### config.mk
export PLATFORM = sky130hd
export DESIGN_NAME = pc_target_unit
export DESIGN_NICKNAME = d
export VERILOG_FILES = /design/src/rtl/pc_target_unit_pkg.sv /design/src/rtl/pc_add32.sv /design/src/rtl/pc_target_unit.sv
export SDC_FILE = /design/constraint.sdc
export NUM_CORES = 1
export LEC_CHECK = 0
export CORE_MARGIN = 8
export CORE_UTILIZATION = 25
export CTS_CLUSTER_SIZE = 40
export DETAILED_ROUTE_END_ITERATION = 10
export PLACE_DENSITY = 0.58
export SLEW_MARGIN = 20
export SYNTH_ARGS = -nofsm -noshare
export SYNTH_HDL_FRONTEND = slang
export SYNTH_SLANG_ARGS = --single-unit
### constraint.sdc
create_clock -name clk -period 1.3 [get_ports clk]
set_input_delay 0.26 -clock clk [delete_from_list [all_inputs] [get_ports clk]]
set_output_delay 0.26 -clock clk [all_outputs]
set_load 0.01 [all_outputs]
### src/rtl/pc_target_unit_pkg.sv
// Shared widths and instruction field positions for the PC-target datapath.
package pc_target_unit_pkg;

    localparam int unsigned XLEN      = 32;
    localparam int unsigned IMM_W     = 16;
    localparam int unsigned JTARGET_W = 26;

    localparam int unsigned IMM_MSB = 15;
    localparam int unsigned IMM_LSB = 0;
    localparam int unsigned JT_MSB  = 25;
    localparam int unsigned JT_LSB  = 0;
    localparam int unsigned OPC_MSB = 31;
    localparam int unsigned OPC_LSB = 26;

    function automatic logic [XLEN-1:0] sext_imm(input logic [IMM_W-1:0] raw);
        return {{(XLEN-IMM_W){raw[IMM_W-1]}}, raw};
    endfunction

endpackage

### src/rtl/pc_add32.sv
// Combinational 32-bit unsigned adder with carry-out.
module pc_add32
    import pc_target_unit_pkg::*;
(
    input  logic [XLEN-1:0] a,
    input  logic [XLEN-1:0] b,
    output logic [XLEN-1:0] sum,
    output logic            carry
);

    always_comb begin
        {carry, sum} = {1'b0, a} + {1'b0, b};
    end

endmodule

### src/rtl/pc_target_unit.sv
// Computes sequential, jump, immediate and branch PC targets in parallel;
// results are registered and presented one cycle later with out_valid.
module pc_target_unit
    import pc_target_unit_pkg::*;
#(
    parameter logic [31:0] PC_INC       = 32'd1,
    parameter int unsigned JREGION_BITS = 6
) (
    input  logic        clk,
    input  logic        rst_n,
    input  logic        in_valid,
    input  logic [31:0] old_pc,
    input  logic [31:0] instr,
    output logic        out_valid,
    output logic [31:0] inc_pc,
    output logic        inc_carry,
    output logic [31:0] imm,
    output logic [31:0] bpc,
    output logic [31:0] jpc
);

    logic [XLEN-1:0] inc_pc_d;
    logic            inc_carry_d;
    logic [XLEN-1:0] imm_d;
    logic [XLEN-1:0] bpc_d;
    logic [XLEN-1:0] jpc_d;
    logic            bpc_carry_unused;
    logic            unused_opcode;

    pc_add32 u_inc_add (
        .a     (old_pc),
        .b     (PC_INC),
        .sum   (inc_pc_d),
        .carry (inc_carry_d)
    );

    // Branch offset is relative to the incremented PC, not old_pc.
    pc_add32 u_branch_add (
        .a     (inc_pc_d),
        .b     (imm_d),
        .sum   (bpc_d),
        .carry (bpc_carry_unused)
    );

    always_comb begin
        imm_d = sext_imm(instr[IMM_MSB:IMM_LSB]);
        // Word-addressed: region bits merge with the target field, no shift.
        jpc_d = {old_pc[XLEN-1 -: JREGION_BITS], instr[JT_MSB:JT_LSB]};
    end

    assign unused_opcode = ^instr[OPC_MSB:OPC_LSB];

    always_ff @(posedge clk or negedge rst_n) begin
        if (!rst_n) begin
            out_valid <= 1'b0;
            inc_pc    <= '0;
            inc_carry <= 1'b0;
            imm       <= '0;
            bpc       <= '0;
            jpc       <= '0;
        end else begin
            out_valid <= in_valid;
            if (in_valid) begin
                inc_pc    <= inc_pc_d;
                inc_carry <= inc_carry_d;
                imm       <= imm_d;
                bpc       <= bpc_d;
                jpc       <= jpc_d;
            end
        end
    end

endmodule

==> impl_metrics.py <==
metrics = {
    "die": {
        "io_pins": 197,
        "die_y_um": 174,
        "fp-row-count": 58,
        "die_w_um": 174,
        "initial_core_util_pct": 25.1,
        "dieArea_mm2": 0.0303,
        "core_mm2": 0.0248,
    },
    "global_route": {
        "grt_max_degree": 45,
        "antenna_found_initial": 1,
        "grt_usage_pct": 14.7,
        "grt_overflow": 0,
        "grt_pass1_vias": 6354,
        "grt_pass1_wl_um": 35400,
    },
    "setup_path": {
        "critical_path.endpoint_type": "register",
        "critPathLaunchType": "input pin",
        "crit_arrival_ns": 2.97,
        "cp_slowest_stage_delay_ns": 0.39,
        "crit_slowest_cell": "o41a_1",
        "crit_family": "compound AO/OA/AOI/OAI gates",
        "worstPathRequired_ns": 1.54,
        "worst_path_most_repeated_cell": "buf_4",
        "r2r_setup_slack_ns": 0.23,
        "crit_path_start": "old_pc[3]",
        "r2r_start": "jpc[15]$_DFFE_PN0P_",
        "crit_chain": "buf_6, and2_4, and3_4, buf_4, nand2_2, xnor2_2, ha_4, and2_4, buf_4, buf_4, nand4_1, o21ai_2, a31oi_4, o41a_1, o2111a_1, a221o_1",
        "cp.buffers_inverters": 4,
        "path_max_fanout": 6,
        "worstSetupPathType": "input pin to register",
    },
    "synth": {
        "synth_seq_area_share_pct": 39.3,
        "synth_top_family_by_area": "multiplexers",
        "synth-compound-area-share_pct": 12.4,
        "synth_edf_count": 0,
        "synth_cell_type_count": 63,
        "synth.area.top_cells": "dfrtp_1 (39%), mux2_2 (13%), ha_1 (6.8%)",
        "synthXorXnorAreaFrac_pct": 7.66,
        "synth_area_mm2": 0.00624,
        "ys.flop_type": "dfrtp_1",
        "synth.net_count": 709,
        "syn_avg_cell_area_um2": 10.3,
        "yosys.area_share.adder_pct": 7.14,
        "yosys-top-cells-count": "dfrtp_1 (98), mux2_2 (74), nor2_1 (61), xnor2_1 (38)",
        "synth.ff_latch_count": 98,
        "synth_top_area_cell": "dfrtp_1",
        "yosys_warnings": 0,
        "yosys.area_share.simple_pct": 13.0,
        "syn_inst": 607,
        "yosysTopAreaCellShare_pct": 39.3,
        "muxShareOfSynthArea_pct": 13.5,
        "synth.most_common_cell": "dfrtp_1",
        "async_flop_share_pct": 100,
    },
    "route": {
        "routed_wirelength_um": 22800,
        "drt_iter0_drc": 289,
        "wl_per_cell_um": 17.1,
        "routed_via_density": 4.49,
        "first_pass_iters": 5,
        "vias": 5994,
        "drcViolationCount": 0,
        "postRouteAntennaNets": 0,
    },
    "sta": {
        "rsz0062_at_grt": "yes",
        "holdWs_ns": 0.311,
        "worst_slew_pin_slew_ns": 0.356,
        "period_share_pct": 210,
        "skew_ns": 0,
        "hold_viol_final": 0,
        "min_period_ns": 2.72,
        "layout_setup_ws_ns": -1.42,
        "slew_violations": 0,
        "fmax_mhz": 367,
        "slew_headroom_pct": 76.3,
        "setup_viol": 65,
    },
    "status": {
        "violations": "setup timing",
        "status": "finished, violations left",
    },
    "placed_design": {
        "portBuffers": 190,
        "gp_congestion": 0.849,
        "hpwl_um": 16900,
        "dp_slack_ns": -2.54,
    },
    "cells_and_area": {
        "area_growth_pct": 88.4,
        "final_nets": 1101,
        "drive_above_1_share_pct": 55.4,
    },
    "cts": {
        "cts_buffers": 9,
        "root_buffer": "clkbuf_16",
        "htreeDepth": 3,
        "insertion_delay_ns": 0.35,
        "cts_buffer_depth": 2,
        "cts.clk_slew.worst_paths_ns": 0.07,
        "cts_tree": "built",
        "cts.sinks": 98,
    },
    "job": {
        "maxCapViolations": 0,
    },
    "pwr": {
        "peakVddDrop_uv": 548,
        "power.leakage_nw": 5.26,
        "p_per_area_mw_per_mm2": 950,
    },
    "worst_hold_path": {
        "hold_class": "input pin to register",
        "min_from": "in_valid",
    },
}
-- per-layer routing --
metal,up-vias,share of wire [%],GRT usage [%]
met5,-,0,0
met4,0,1.6,3.81
met3,18,5.2,3.82
met2,139,50,25.5
met1,2921,43,17.7
li1,2916,-,-
-- final cells by class --
| cell class | count | area, um2 |
|---|---|---|
| clock buffer | 10 | 229 |
| tap | 330 | 413 |
| sequential | 98 | 2450 |
| inverter | 11 | 41.3 |
| fill | 2279 | 13100 |
| clock inverter | 6 | 43.8 |
| antenna | 1 | 2.50 |
| timing repair buffer | 436 | 3990 |
| multi-input combinational | 443 | 4580 |
-- worst paths after layout --
path | endpoint | cells after the start
max | bpc[26]$_DFFE_PN0P_ | 16
min | bpc[28]$_DFFE_PN0P_ | 3
max reg2reg | jpc[15]$_DFFE_PN0P_ | 3
min reg2reg | bpc[31]$_DFFE_PN0P_ | 2
max in group asynchronous | jpc[15]$_DFFE_PN0P_ | 3
min in group asynchronous | inc_pc[10]$_DFFE_PN0P_ | 2
-- cell families after synthesis --
kind of cell	after synthesis
xor gates and xnor gates	53
adders and majority gates	35
DFF	98
AOI/OAI and AO/OA	110
and+or+nand+nor	170
muxes	75
buffers and inverters	66
-- state kept, by name (all words and copies together) (netlist names) --
name / count
bpc: 32
inc_pc: 32
jpc: 17
imm: 15
inc_carry: 1
out_valid: 1
-- worst min-delay path, stage by stage --
cell and delay, ns:
buf_4 0.16, buf_4 0.14, a21oi_1 0.06
-- what timing repair did --
| action | in CTS | in global routing |
|---|---|---|
| endpoints found under the hold margin | 11 | 0 |
| gates resized for setup | 556 | 127 |
| endpoints found under the setup margin | 192 | 95 |
| hold buffers | 1 | 0 |
| cloned | 0 | 1 |
| pin swaps | 79 | 59 |
| buffers inserted | 47 | 17 |
-- where the power goes --
part           switching [mW]  total (mW)  internal [mW]
Combinational            2.07        4.79           2.72
Clock                    1.29        2.59           1.30
Sequential              0.279        3.78           3.50
Total                    3.64        11.2           7.52
-- layout by cell type, fill, tap and decap left out, types with 15 or more instances in the layout --
cell             netlist  final
mux2_4                 0     22
clkdlybuf4s15_1        0     88
buf_6                  6     83
ha_4                   0     18
dfrtp_1               98     97
dlygate4sd2_1          0     16
buf_4                 35    187
clkdlybuf4s50_1        0     25
ha_1                  34     15
xnor2_2                0     19
nand4_1               17     17
clkbuf_2               1     17
mux2_2                74     52
nor2_1                61     49
nand2_1               34     23
-- per-stage QoR --
stage | util, % | setup TNS (ns) | cells | cell area [um2] | total power, mW
detailed placement | 39.6 | -96.58 | 1262 | 9830 | 8.10
floorplan | - | -35.17 | 607 | 6430 | 5.71
CTS | 44.9 | -36.73 | 1324 | 11200 | 11.1
global route | 47.3 | -42.18 | 1335 | 11800 | 11.8
finish | 47.3 | -38.24 | 1335 | 11800 | 11.2
global placement | 39.6 | -94.08 | 1262 | 9830 | 8.07
Power figures use the tool's default switching activity.
